`src/rtl/matrix_seq_if.sv`:
```
// Control and address bus of the matrix sweep sequencer.
// The slave side is the sequencer; the master side drives trigger, mode and limits.
interface matrix_seq_if #(
    parameter int ROW_W     = 5,
    parameter int COL_W     = 13,
    parameter int IN_ADR_W  = 6,
    parameter int COE_ADR_W = 10
);
    logic                 trg;
    logic                 abort;
    logic                 stall;
    logic                 mode;
    logic [ROW_W-1:0]     row_last;
    logic [COL_W-1:0]     col_last;
    logic [IN_ADR_W-1:0]  in_adr;
    logic [COE_ADR_W-1:0] coe_adr;
    logic [ROW_W-1:0]     row_cnt;
    logic [COL_W:0]       col_cnt;
    logic [5:0]           cyc_cnt;
    logic                 vld;
    logic                 tile_last;
    logic                 done;
    logic                 busy;
    logic [1:0]           state;

    modport master (
        output trg, abort, stall, mode, row_last, col_last,
        input  in_adr, coe_adr, row_cnt, col_cnt, cyc_cnt,
        input  vld, tile_last, done, busy, state
    );

    modport slave (
        input  trg, abort, stall, mode, row_last, col_last,
        output in_adr, coe_adr, row_cnt, col_cnt, cyc_cnt,
        output vld, tile_last, done, busy, state
    );
endinterface

```
`src/rtl/matrix_seq.sv`:
```
// Row/column sweep sequencer: walks rows, column blocks of COL_STEP and CYC beats per block,
// producing input and coefficient memory addresses, with single-shot or continuous sweeps.
module matrix_seq #(
    parameter int CYC       = 8,
    parameter int COL_STEP  = 32,
    parameter int ROW_W     = 5,
    parameter int COL_W     = 13,
    parameter int IN_ADR_W  = 6,
    parameter int COE_ADR_W = 10,
    parameter int IN_DIV    = 2
) (
    input  logic         clk,
    input  logic         rst,
    matrix_seq_if.slave  bus
);

    typedef enum logic [1:0] {
        IDLE = 2'd0,
        RUN  = 2'd1,
        DONE = 2'd2,
        BAD  = 2'd3
    } state_t;

    typedef struct packed {
        logic [IN_ADR_W-1:0]  in_adr;
        logic [COE_ADR_W-1:0] coe_adr;
        logic [ROW_W-1:0]     row;
        logic [COL_W:0]       col;
        logic [5:0]           cyc;
    } ctr_t;

    localparam logic [5:0]     CYC_LAST = 6'(CYC - 1);
    localparam logic [COL_W+1:0] STEP   = (COL_W + 2)'(COL_STEP);

    state_t           state_q;
    ctr_t             ctr_q;
    ctr_t             ctr_adv;
    logic [ROW_W-1:0] row_last_q;
    logic [COL_W-1:0] col_last_q;
    logic             done_q;

    logic beat;
    logic wrap;
    logic lastblk;
    logic row_end;
    logic sweep_end;

    assign beat      = (state_q == RUN) && !bus.stall;
    assign wrap      = (ctr_q.cyc == CYC_LAST);
    // Widened by two bits so the block-end compare cannot wrap near the top of the column range.
    assign lastblk   = ({1'b0, ctr_q.col} + STEP) > {2'b00, col_last_q};
    assign row_end   = wrap && lastblk;
    assign sweep_end = row_end && (ctr_q.row == row_last_q);

    // NOTE: every field gets a default first so this block can never infer a latch.
    always_comb begin
        ctr_adv     = ctr_q;
        ctr_adv.cyc = wrap ? '0 : ctr_q.cyc + 6'(1);

        if (ctr_q.col == '0 && ctr_q.row[IN_DIV-1:0] == '0)
            ctr_adv.in_adr = ctr_q.in_adr + IN_ADR_W'(1);

        if (wrap && lastblk) begin
            ctr_adv.col     = '0;
            ctr_adv.coe_adr = '0;
        end else if (wrap) begin
            ctr_adv.col     = ctr_q.col + STEP[COL_W:0];
            ctr_adv.coe_adr = ctr_q.coe_adr + COE_ADR_W'(1);
        end else begin
            ctr_adv.coe_adr = ctr_q.coe_adr + COE_ADR_W'(1);
        end

        if (row_end)
            ctr_adv.row = ctr_q.row + ROW_W'(1);
    end

    // NOTE: sequential state uses non-blocking assignments so every register samples pre-edge values.
    always_ff @(posedge clk or negedge rst) begin
        if (!rst) begin
            state_q    <= IDLE;
            ctr_q      <= '0;
            row_last_q <= '0;
            col_last_q <= '0;
            done_q     <= 1'b0;
        end else begin
            done_q <= 1'b0;
            if (bus.abort) begin
                state_q <= IDLE;
                ctr_q   <= '0;
            end else begin
                case (state_q)
                    IDLE: begin
                        if (bus.trg) begin
                            state_q    <= RUN;
                            row_last_q <= bus.row_last;
                            col_last_q <= bus.col_last;
                            ctr_q      <= '0;
                        end
                    end
                    RUN: begin
                        if (beat && sweep_end) begin
                            ctr_q  <= '0;
                            done_q <= 1'b1;
                            if (bus.mode) begin
                                row_last_q <= bus.row_last;
                                col_last_q <= bus.col_last;
                            end else begin
                                state_q <= DONE;
                            end
                        end else if (beat) begin
                            ctr_q <= ctr_adv;
                        end
                    end
                    DONE: state_q <= IDLE;
                    default: begin
                        state_q <= IDLE;
                        ctr_q   <= '0;
                    end
                endcase
            end
        end
    end

    assign bus.in_adr    = ctr_q.in_adr;
    assign bus.coe_adr   = ctr_q.coe_adr;
    assign bus.row_cnt   = ctr_q.row;
    assign bus.col_cnt   = ctr_q.col;
    assign bus.cyc_cnt   = ctr_q.cyc;
    assign bus.vld       = beat;
    assign bus.tile_last = beat && wrap && lastblk;
    assign bus.done      = done_q;
    assign bus.busy      = (state_q != IDLE);
    assign bus.state     = state_q;

endmodule

```
`src/flat_wrapper.sv`:
```
// flat-port wrapper written by rule: the top's interface ports become plain ports
module matrix_seq_flat 
#(
    parameter int CYC       = 8,
    parameter int COL_STEP  = 32,
    parameter int ROW_W     = 5,
    parameter int COL_W     = 13,
    parameter int IN_ADR_W  = 6,
    parameter int COE_ADR_W = 10,
    parameter int IN_DIV    = 2
)
  (clk, rst, bus_trg, bus_abort, bus_stall, bus_mode, bus_row_last, bus_col_last, bus_in_adr, bus_coe_adr, bus_row_cnt, bus_col_cnt, bus_cyc_cnt, bus_vld, bus_tile_last, bus_done, bus_busy, bus_state);
  matrix_seq_if #(.ROW_W(ROW_W), .COL_W(COL_W), .IN_ADR_W(IN_ADR_W), .COE_ADR_W(COE_ADR_W)) bus_i ();
  input  logic clk;
  input  logic rst;
  input wire logic [$bits(bus_i.trg)-1:0] bus_trg;
  input wire logic [$bits(bus_i.abort)-1:0] bus_abort;
  input wire logic [$bits(bus_i.stall)-1:0] bus_stall;
  input wire logic [$bits(bus_i.mode)-1:0] bus_mode;
  input wire logic [$bits(bus_i.row_last)-1:0] bus_row_last;
  input wire logic [$bits(bus_i.col_last)-1:0] bus_col_last;
  output wire logic [$bits(bus_i.in_adr)-1:0] bus_in_adr;
  output wire logic [$bits(bus_i.coe_adr)-1:0] bus_coe_adr;
  output wire logic [$bits(bus_i.row_cnt)-1:0] bus_row_cnt;
  output wire logic [$bits(bus_i.col_cnt)-1:0] bus_col_cnt;
  output wire logic [$bits(bus_i.cyc_cnt)-1:0] bus_cyc_cnt;
  output wire logic [$bits(bus_i.vld)-1:0] bus_vld;
  output wire logic [$bits(bus_i.tile_last)-1:0] bus_tile_last;
  output wire logic [$bits(bus_i.done)-1:0] bus_done;
  output wire logic [$bits(bus_i.busy)-1:0] bus_busy;
  output wire logic [$bits(bus_i.state)-1:0] bus_state;
  assign bus_i.trg = bus_trg;
  assign bus_i.abort = bus_abort;
  assign bus_i.stall = bus_stall;
  assign bus_i.mode = bus_mode;
  assign bus_i.row_last = bus_row_last;
  assign bus_i.col_last = bus_col_last;
  assign bus_in_adr = bus_i.in_adr;
  assign bus_coe_adr = bus_i.coe_adr;
  assign bus_row_cnt = bus_i.row_cnt;
  assign bus_col_cnt = bus_i.col_cnt;
  assign bus_cyc_cnt = bus_i.cyc_cnt;
  assign bus_vld = bus_i.vld;
  assign bus_tile_last = bus_i.tile_last;
  assign bus_done = bus_i.done;
  assign bus_busy = bus_i.busy;
  assign bus_state = bus_i.state;
  matrix_seq #(.CYC(CYC), .COL_STEP(COL_STEP), .ROW_W(ROW_W), .COL_W(COL_W), .IN_ADR_W(IN_ADR_W), .COE_ADR_W(COE_ADR_W), .IN_DIV(IN_DIV)) u_core (.clk(clk), .rst(rst), .bus(bus_i));
endmodule
```
`config.mk`:
```
export PLATFORM = sky130hd
export DESIGN_NAME = matrix_seq_flat
export DESIGN_NICKNAME = d
export VERILOG_FILES = /design/src/rtl/matrix_seq_if.sv /design/src/rtl/matrix_seq.sv /design/src/flat_wrapper.sv
export SDC_FILE = /design/constraint.sdc
export NUM_CORES = 1
export LEC_CHECK = 0
export CORE_UTILIZATION = 45
export DETAILED_ROUTE_END_ITERATION = 7
export PLACE_DENSITY = 0.86
export SLEW_MARGIN = 20
export SYNTH_ARGS = -nofsm -noshare
export SYNTH_HDL_FRONTEND = slang
export SYNTH_SLANG_ARGS = --single-unit
export TNS_END_PERCENT = 30
```
`constraint.sdc`:
```
create_clock -name clk -period 3.1 [get_ports clk]
set_input_delay 0.465 -clock clk [delete_from_list [all_inputs] [get_ports clk]]
set_output_delay 0.465 -clock clk [all_outputs]
set_load 0.005 [all_outputs]
```
==> impl_metrics.env, run 1 <==
export IMPL_outcome="finished with violations"
export IMPL_violations="setup timing"
export IMPL_cts_tree="built"
export IMPL_die_w_um=87.1
export IMPL_grt_max_degree=58
export IMPL_worst_pin_slew_ns=0.846
export IMPL_endpoint_kind="flip-flop"
export IMPL_finalHoldViolCount=0
export IMPL_finalSetupViolations=33
export IMPL_cp_common_cell="buf_4"
export IMPL_clk_pin_slew_worst_paths_ns=0.07
export IMPL_r2r_slack_ns=-0.14
export IMPL_synthArstFlopShare=1.00
export IMPL_fin_cells=523
export IMPL_critPathMaxFanout=7
export IMPL_synthTopCellsByCount="dfrtp_1 (57), nand2_1 (31), ha_1 (14)"
export IMPL_power_share_switching=0.273
export IMPL_ios=71
export IMPL_wire_per_inst_um=17.6
export IMPL_cts_root_buf="clkbuf_8"
export IMPL_synth_most_common_cell="dfrtp_1"
export IMPL_yosys_warnings=0
export IMPL_startpoint_type="flip-flop"
export IMPL_avgViaCountPerCell=5.92
export IMPL_synth_seq_cells=57
export IMPL_grt_setup_unrepaired="true"
export IMPL_dr_total_vias=3097
export IMPL_avgSynthCellArea_um2=10.2
export IMPL_synth_top_family_by_area="simple AND/OR/NAND/NOR gates"
export IMPL_yosysTopAreaCellShare=0.437
export IMPL_syn_inst=321
export IMPL_antenna_found_initial=0
export IMPL_reg2reg_depth=14
export IMPL_power_frac_comb=0.169
export IMPL_yosysUniqueCellTypes=58
export IMPL_internal_power_uw=1280
export IMPL_rows=30
export IMPL_fillers=527
export IMPL_dp_hpwl_um=5820
export IMPL_initial_core_util=0.472
export IMPL_synth_edf_count=0
export IMPL_h_tree_depth=3
export IMPL_insertion_delay_ns=0.35
export IMPL_grt_pass1_wl_um=13300
export IMPL_cts_sinks=57
export IMPL_synth_area_mm2=0.00326
export IMPL_fp_dieH_um=87.1
export IMPL_syn2layout_area_growth_pct=41.0
export IMPL_fin_util=0.666
export IMPL_slowest_delay_ns=0.44
export IMPL_gp_congestion=0.870
export IMPL_ys_seq_area_frac=0.437
export IMPL_grt_pass1_vias=2848
export IMPL_grt_total_usage=0.230
export IMPL_fin_nets=460
export IMPL_ir_drop_v=0.000206
export IMPL_fin_crit_ns=3.24
export IMPL_seqPwrFrac=0.473
export IMPL_synth_ff_type="dfrtp_1"
export IMPL_yosysTopAreaCell="dfrtp_1"
export IMPL_clkPwrFrac=0.358
export IMPL_maxSlewHeadroom=0.429
export IMPL_drc=0
export IMPL_slowest_stage="dfrtp_2"
export IMPL_synth_compound_gate_area_share=0.140
export IMPL_cp_cell_sequence="and3_1 -> nand3_1 -> xnor2_2 -> ha_1 -> nor4b_2 -> nand4b_1 -> o211ai_1 -> buf_4 -> buf_4 -> buf_4 -> buf_6 -> a211o_4 -> o2bb2a_4 -> mux2_4"
export IMPL_drtIter0Drc=271
export IMPL_cts_max_path_buffers=2
export IMPL_p_per_area_mw_per_mm2=384
export IMPL_synthMuxAreaShare=0.0802
export IMPL_multi_input_area_mm2=0.00191
export IMPL_first_pass_iters=5
export IMPL_final_max_slew_violation_count=0
export IMPL_critical_path_class="reg -> reg"
export IMPL_grt_overflow=0
export IMPL_clock_skew_ns=0.00813
export IMPL_clock_fmax_ghz=0.309
export IMPL_drive_above_1_share=0.248
export IMPL_antenna_cells=0
export IMPL_synth_area_leaders="dfrtp_1 (44%), ha_1 (5.4%), mux2_4 (4.6%), nand2_1 (3.6%), mux2_2 (3.1%)"
export IMPL_layout_setup_ws_ns=-0.139
export IMPL_cp_arrival_ns=3.47
export IMPL_hp_class="in -> async"
export IMPL_p_leak_uw=0.00203
export IMPL_yosys_area_share_simple=0.201
export IMPL_coreArea_mm2=0.00691
export IMPL_ff_latch_area_mm2=0.00143
export IMPL_cts_buffers_inserted=9
export IMPL_synth_xor_area_share=0.0376
export IMPL_routed_wl_um=9200
export IMPL_period_share=1.04
export IMPL_port_buffers=65
export IMPL_required_ns=3.33
export IMPL_die_area_mm2=0.00759
export IMPL_maxCapViolations=0
export IMPL_antenna_left=0
export IMPL_placed_cells=489
export IMPL_switching_power_uw=481
export IMPL_synth_adder_area_share=0.0537
[power by group through the flow]
| stage | sequential, uW | combinational (uW) | clock, uW |
|---|---|---|---|
| 2_1_floorplan | 834 | 172 | 0 |
| 3_3_place_gp | 844 | 257 | 0 |
| 3_5_place_dp | 846 | 268 | 0 |
| 4_1_cts | 832 | 271 | 635 |
| 5_1_grt | 840 | 321 | 674 |
| 6_report | 835 | 298 | 632 |
[cell usage in the layout (no fill, tap or decap), types with 9 or more instances in the layout]
master and n:
buf_4 33, inv_1 13, nor2_1 12, nand2_1 29, clkdlybuf4s50_1 63, mux2_4 11, xor2_1 9, ha_1 13
and3_1 9, dfrtp_1 52, a21oi_1 9, o21ai_0 11, clkbuf_8 11
[stage by stage]
step / hold slack (ns) / area (um2) / setup WS [ns] / power [uW] / TNS, ns
floorplan: 0.169 / 3280 / 0.00822 / 1010 / 0
global placement: 0.490 / 4080 / 0.0582 / 1100 / 0
detailed placement: 0.496 / 4080 / 0.00777 / 1110 / 0
CTS: 0.282 / 4400 / -0.105 / 1740 / -1.62
global route: 0.327 / 4600 / -0.215 / 1830 / -6.27
finish: 0.242 / 4600 / -0.139 / 1760 / -2.59
[repair_timing]
item                       in CTS  in global routing
hold endpoints to repair        0                  0
cloned                          0                  3
resized for setup              20                 23
pin swaps                      10                 14
buffers inserted               10                  6
setup endpoints to repair       2                 49
hold buffers                    0                  0
[layer usage]
metal	track usage	vias to the layer above	wire length (um)
met1	0.287	1517	3670
li1	-	1378	-
met3	0.0389	37	597
met5	0	-	0
met4	0.134	0	373
met2	0.379	165	4560
[worst max-delay path: cells and delay by family, from the launching register on]
kind,cells,cell delay [ns]
buffers and inverters,4,0.51
adders and majority gates,1,0.28
xor gates and xnor gates,1,0.21
muxes,1,0.30
AOI/OAI and AO/OA,3,0.73
DFF,1,0.44
and+or+nand+nor,4,0.64
[sequential cells by signal, indices dropped and copies added, names as in the netlist]
name	count
u_core.bus.coe_adr	10
u_core.bus.col_cnt	9
u_core.bus.cyc_cnt	6
u_core.bus.done	1
u_core.bus.in_adr	6
u_core.bus.row_cnt	5
u_core.bus.state	2
u_core.col_last_q	13
u_core.row_last_q	5
[cells by family after synthesis]
kind of cell    count (synthesis)
compound gates                 65
xor+xnor                       14
fa+ha+maj                      14
buf+inv                        30
flops                          57
mux                            20
other cells                     1
simple gates                  120
[worst paths after layout]
kind	start	to
max in group asynchronous	rst	u_core.bus.col_cnt[9]
min	rst	u_core.col_last_q[3]
max reg2reg	u_core.bus.col_cnt[8]	u_core.col_last_q[4]
max	u_core.bus.col_cnt[8]	u_core.col_last_q[4]
min in group clk	u_core.col_last_q[0]	u_core.col_last_q[0]
min reg2reg	u_core.col_last_q[0]	u_core.col_last_q[0]
[area by class of cell]
cell class                      count  share of cell area
Timing Repair Buffer              100               0.199
Inverter                           13              0.0106
Clock inverter                      3             0.00327
Tap cell                           96              0.0261
Clock buffer                       13              0.0346
Sequential cell                    57               0.312
Multi-Input combinational cell    241               0.415
Power figures use the tool's default switching activity.
==> run 2, diff against run 1 <==
--- a/config.mk
+++ b/config.mk
@@ -8,6 +8,7 @@
 export CORE_UTILIZATION = 45
 export DETAILED_ROUTE_END_ITERATION = 7
 export PLACE_DENSITY = 0.86
+export SKIP_CTS_REPAIR_TIMING = 1
 export SLEW_MARGIN = 20
 export SYNTH_ARGS = -nofsm -noshare
 export SYNTH_HDL_FRONTEND = slang
==> run 2 against run 1 <==
Setup slack gained 0.20 ns. First-iteration DRC count shrank 20%. The flow now finishes without violations. Via count shrank 6.6%. Largest power group unchanged.
==> impl_metrics.env, run 2 (synthesis gave the netlist of run 1 again) <==
export IMPL_fin_crit_ns=3.03
export IMPL_p_leak_uw=0.00196
export IMPL_insertion_delay_ns=0.35
export IMPL_hold_ws_ns=0.248
export IMPL_grt_max_degree=58
export IMPL_drc=0
export IMPL_dr_total_vias=2894
export IMPL_clock_fmax_ghz=0.330
export IMPL_clock_skew_ns=0.00735
export IMPL_grt_overflow=0
export IMPL_fin_util=0.640
export IMPL_layout_setup_ws_ns=0.0659
export IMPL_final_common_cell="clkdlybuf4s50_1"
export IMPL_required_ns=3.33
export IMPL_fin_nets=451
export IMPL_cp_common_cell="o211ai_1"
export IMPL_routed_wl_um=8280
export IMPL_grt_total_usage=0.223
export IMPL_antenna_found_initial=0
export IMPL_avgViaCountPerCell=5.63
export IMPL_largest_reg_flops=13
export IMPL_slowest_stage="dfrtp_2"
export IMPL_port_buffers=65
export IMPL_h_tree_depth=3
export IMPL_grt_pass1_vias=2752
export IMPL_grt_setup_unrepaired="true"
export IMPL_cp_arrival_ns=3.27
export IMPL_syn2layout_area_growth_pct=35.5
export IMPL_fin_cells=514
export IMPL_tns_ns=0
export IMPL_hp_class="in -> async"
export IMPL_finalHoldViolCount=0
export IMPL_coreArea_mm2=0.00691
export IMPL_die_w_um=87.1
export IMPL_layout_common_cells="clkdlybuf4s50_1 (63), dfrtp_1 (52), nand2_1 (29), buf_4 (28), inv_1 (13)"
export IMPL_drive_above_1_share=0.220
export IMPL_rows=30
export IMPL_cts_sinks=57
export IMPL_cts_root_buf="clkbuf_8"
export IMPL_startpoint_type="flip-flop"
export IMPL_crit_cells=12
export IMPL_placed_cells=489
export IMPL_cp_top_family="compound AO/OA/AOI/OAI gates"
export IMPL_top_register="u_core.col_last_q"
export IMPL_post_place_ws_ns=0.00777
export IMPL_outcome="finished, final reports clean"
export IMPL_die_area_mm2=0.00759
export IMPL_gp_congestion=0.870
export IMPL_first_pass_iters=5
export IMPL_critical_path_class="reg -> reg"
export IMPL_initial_core_util=0.472
export IMPL_final_max_slew_violation_count=0
export IMPL_reg2reg_depth=12
export IMPL_cp_cell_sequence="ha_4 -> nand3_2 -> xnor2_2 -> ha_1 -> nand4_1 -> o211ai_1 -> o211ai_1 -> buf_4 -> a211o_1 -> o2bb2a_4 -> buf_12 -> mux2_4"
export IMPL_cts_max_path_buffers=2
export IMPL_drtIter0Drc=217
export IMPL_finalSetupViolations=0
export IMPL_grt_pass1_wl_um=12900
export IMPL_wire_per_inst_um=16.1
export IMPL_slowest_delay_ns=0.44
export IMPL_worst_pin_slew_ns=0.737
export IMPL_ios=71
export IMPL_antenna_cells=0
export IMPL_cts_buffers_inserted=9
export IMPL_fp_dieH_um=87.1
export IMPL_endpoint_kind="flip-flop"
export IMPL_cp_num_buf_inv=2
export IMPL_p_per_area_mw_per_mm2=394
export IMPL_clk_pin_slew_worst_paths_ns=0.07
export IMPL_ir_drop_v=0.000204
export IMPL_maxCapViolations=0
export IMPL_dp_hpwl_um=5820
export IMPL_cts_tree="built"
export IMPL_maxSlewHeadroom=0.503
export IMPL_period_share=0.979
export IMPL_critPathMaxFanout=18
export IMPL_antenna_left=0
[run 2: cell count changes in the layout (fill, tap and decap cells not counted), sizes merged]
cell | before | now
buf | 36 | 30
dlygate4sd2 | 1 | 0
clkbuf | 13 | 14
o2bb2a | 4 | 1
[run 2: worst register-to-register path, delay by kind of cell (launching register included)]
| kind | cells | cell delay, ns |
|---|---|---|
| xor gates and xnor gates | 1 | 0.17 |
| adders and majority gates | 2 | 0.51 |
| AOI/OAI and AO/OA | 4 | 0.90 |
| buffers and inverters | 2 | 0.35 |
| and+or+nand+nor | 2 | 0.24 |
| DFF | 1 | 0.44 |
| muxes | 1 | 0.32 |
[run 2: routing by layer]
metal,global-route usage,part of all wire,wire length [um],up-vias
met4,0.131,0.027,221,0
met1,0.284,0.42,3520,1413
met3,0.0379,0.055,452,21
met5,0,0,0,-
met2,0.357,0.49,4090,109
li1,-,-,-,1351
[run 2: where the power goes]
group | internal, uW | switching (uW)
Combinational | 150 | 127
Clock | 330 | 303
Sequential | 795 | 37.4
[run 2: through the flow]
stage | cell area (um2) | power (uW)
after detailed placement | 4080 | 1110
after floorplan | 3280 | 1010
after CTS | 4260 | 1740
after global placement | 4080 | 1100
final | 4420 | 1740
after global routing | 4420 | 1810
[run 2: cell type report]
cell class / count / area [um2]
clock buffer: 13 / 159
timing repair buffer: 94 / 871
clock inverter: 3 / 15.0
inverter: 13 / 48.8
sequential: 57 / 1430
multi-input combinational: 238 / 1770
tap: 96 / 120
fill: 550 / 2490
[run 2: worst paths after layout]
path | start | end | slack, ns
setup / recovery | u_core.bus.col_cnt[6] | u_core.col_last_q[3] | 0.07
max in group asynchronous | rst | u_core.bus.col_cnt[8] | 2.34
hold / removal | rst | u_core.col_last_q[3] | 0.25
hold reg to reg | u_core.col_last_q[0] | u_core.col_last_q[0] | 0.51
min in group clk | u_core.col_last_q[0] | u_core.col_last_q[0] | 0.51
setup reg to reg | u_core.bus.col_cnt[6] | u_core.col_last_q[3] | 0.07
==> run 3, diff against run 2 <==
--- a/config.mk
+++ b/config.mk
@@ -5,9 +5,11 @@
 export SDC_FILE = /design/constraint.sdc
 export NUM_CORES = 1
 export LEC_CHECK = 0
+export CORE_ASPECT_RATIO = 0.8
 export CORE_UTILIZATION = 45
+export CTS_BUF_LIST = sky130_fd_sc_hd__clkbuf_2
 export DETAILED_ROUTE_END_ITERATION = 7
-export PLACE_DENSITY = 0.86
+export PLACE_DENSITY = 0.75
 export SKIP_CTS_REPAIR_TIMING = 1
 export SLEW_MARGIN = 20
 export SYNTH_ARGS = -nofsm -noshare
==> run 3 against run 2 <==
The run now ends with hold timing, setup timing left. Fmax fell by 8.1%. Via count rose by 0.48%. Largest power group unchanged. Design area barely moved. First-iteration DRC count rose by 11%. Worst hold slack got worse by 0.25 ns. Largest cell class unchanged. Final cell count fell by 1.2%. Global-route usage fell by 0.36 points.
==> impl_metrics.env, run 3 (synthesis gave the netlist of run 1 again) <==
export IMPL_hp_class="in -> async"
export IMPL_dp_hpwl_um=5820
export IMPL_insertion_delay_ns=0.49
export IMPL_cts_max_path_buffers=2
export IMPL_drtIter0Drc=240
export IMPL_outcome="finished with violations"
export IMPL_critPathMaxFanout=6
export IMPL_clk_pin_slew_worst_paths_ns=0.15
export IMPL_fin_util=0.634
export IMPL_cts_sinks=57
export IMPL_antenna_left=0
export IMPL_coreArea_mm2=0.00696
export IMPL_clock_fmax_ghz=0.303
export IMPL_grt_max_degree=32
export IMPL_slowest_delay_ns=0.49
export IMPL_violations="hold timing, setup timing"
export IMPL_syn2layout_area_growth_pct=35.4
export IMPL_cts_root_buf="clkbuf_2"
export IMPL_grt_pass1_wl_um=12900
export IMPL_startpoint_type="flip-flop"
export IMPL_grt_overflow=0
export IMPL_antenna_cells=0
export IMPL_p_leak_uw=0.00198
export IMPL_period_share=1.07
export IMPL_grt_pass1_vias=2634
export IMPL_wire_per_inst_um=17.1
export IMPL_hold_ws_ns=-0.00387
export IMPL_finalPower_uw=1480
export IMPL_maxCapViolations=0
export IMPL_largest_reg_flops=13
export IMPL_dr_total_vias=2908
export IMPL_drive_above_1_share=0.233
export IMPL_endpoint_kind="output pin"
export IMPL_finalSetupViolations=1
export IMPL_final_common_cell="clkdlybuf4s50_1"
export IMPL_initial_core_util=0.469
export IMPL_grt_total_usage=0.219
export IMPL_rows=27
export IMPL_fin_crit_ns=3.30
export IMPL_final_max_slew_violation_count=0
export IMPL_p_per_area_mw_per_mm2=335
export IMPL_fillers=580
export IMPL_top_register="u_core.col_last_q"
export IMPL_cts_tree="built"
export IMPL_fp_dieH_um=78.2
export IMPL_die_w_um=97.2
export IMPL_routed_wl_um=8690
export IMPL_first_pass_iters=4
export IMPL_drc=0
export IMPL_port_buffers=65
export IMPL_multi_input_area_mm2=0.00186
export IMPL_required_ns=2.63
export IMPL_reg2reg_from="u_core.bus.col_cnt[5]"
export IMPL_critical_path_class="reg -> out"
export IMPL_maxSlewHeadroom=0.473
export IMPL_cts_buffers_inserted=9
export IMPL_cp_num_buf_inv=2
export IMPL_layout_common_cells="clkdlybuf4s50_1 (63), dfrtp_1 (53), nand2_1 (29), buf_4 (29), inv_1 (13)"
export IMPL_grt_setup_unrepaired="true"
export IMPL_avgViaCountPerCell=5.72
export IMPL_ir_drop_v=0.000200
export IMPL_ios=71
export IMPL_timing_rr_end="u_core.col_last_q[7]"
export IMPL_gp_congestion=0.834
export IMPL_clock_skew_ns=0.0116
export IMPL_r2r_slack_ns=0.01
export IMPL_die_area_mm2=0.00760
export IMPL_cp_cell_sequence="buf_6 -> nand2_4 -> nor2_4 -> xor2_1 -> ha_1 -> a211oi_2 -> o211ai_1 -> o211ai_1 -> a21oi_2 -> and2_1 -> clkbuf_2"
export IMPL_finalHoldViolCount=9
export IMPL_fin_nets=457
export IMPL_cp_common_cell="o211ai_1"
export IMPL_reg2reg_depth=12
export IMPL_antenna_found_initial=0
export IMPL_worst_pin_slew_ns=0.780
export IMPL_ff_latch_area_mm2=0.00143
export IMPL_slowest_stage="dfrtp_2"
export IMPL_layout_setup_ws_ns=-0.203
export IMPL_cp_arrival_ns=2.84
export IMPL_cp_top_family="compound AO/OA/AOI/OAI gates"
export IMPL_h_tree_depth=3
[run 3: through the flow]
stage / setup WS (ns) / std cells / area (um2) / TNS, ns / hold slack [ns]
3_5_place_dp: -0.0818 / 481 / 4080 / -0.873 / 0.494
3_3_place_gp: 0.0377 / 481 / 4080 / 0 / 0.491
4_1_cts: -0.628 / 494 / 4140 / -1.54 / 0.00175
2_1_floorplan: 0.00822 / 325 / 3280 / 0 / 0.169
6_report: -0.203 / 508 / 4420 / -0.203 / -0.00387
5_1_grt: -0.305 / 508 / 4420 / -0.878 / 0.00605
[run 3: how the worst max path moves through the flow]
stage | startpoint | end | slack (ns) | cells past startpoint
detailed placement | u_core.bus.col_cnt[6] | bus_tile_last | -0.08 | 10
CTS | u_core.bus.col_cnt[9] | bus_tile_last | -0.63 | 10
global route | u_core.bus.col_cnt[8] | bus_tile_last | -0.31 | 11
finish | u_core.bus.col_cnt[8] | bus_tile_last | -0.20 | 11
floorplan | u_core.bus.col_cnt[7] | u_core.col_last_q[10] | 0.008 | 14
global placement | u_core.bus.col_cnt[9] | bus_tile_last | 0.04 | 10
[run 3: final cells by class]
cell class,count,share of cell area
Multi-Input combinational cell,240,0.421
Sequential cell,57,0.324
Timing Repair Buffer,98,0.205
Tap cell,87,0.0247
Clock buffer,11,0.0125
Inverter,13,0.0111
Clock inverter,2,0.00198
[run 3: where the power goes]
group / switching [uW] / internal, uW / total [uW]
Combinational: 132 / 153 / 285
Sequential: 41.3 / 794 / 835
Clock: 261 / 96.0 / 357
[run 3: layer usage]
metal / up-vias / track usage / routed length, um
met3: 13 / 0.0570 / 475
met4: 0 / 0.0910 / 146
li1: 1374 / - / -
met2: 98 / 0.330 / 4200
met5: - / 0 / 0
met1: 1423 / 0.300 / 3870
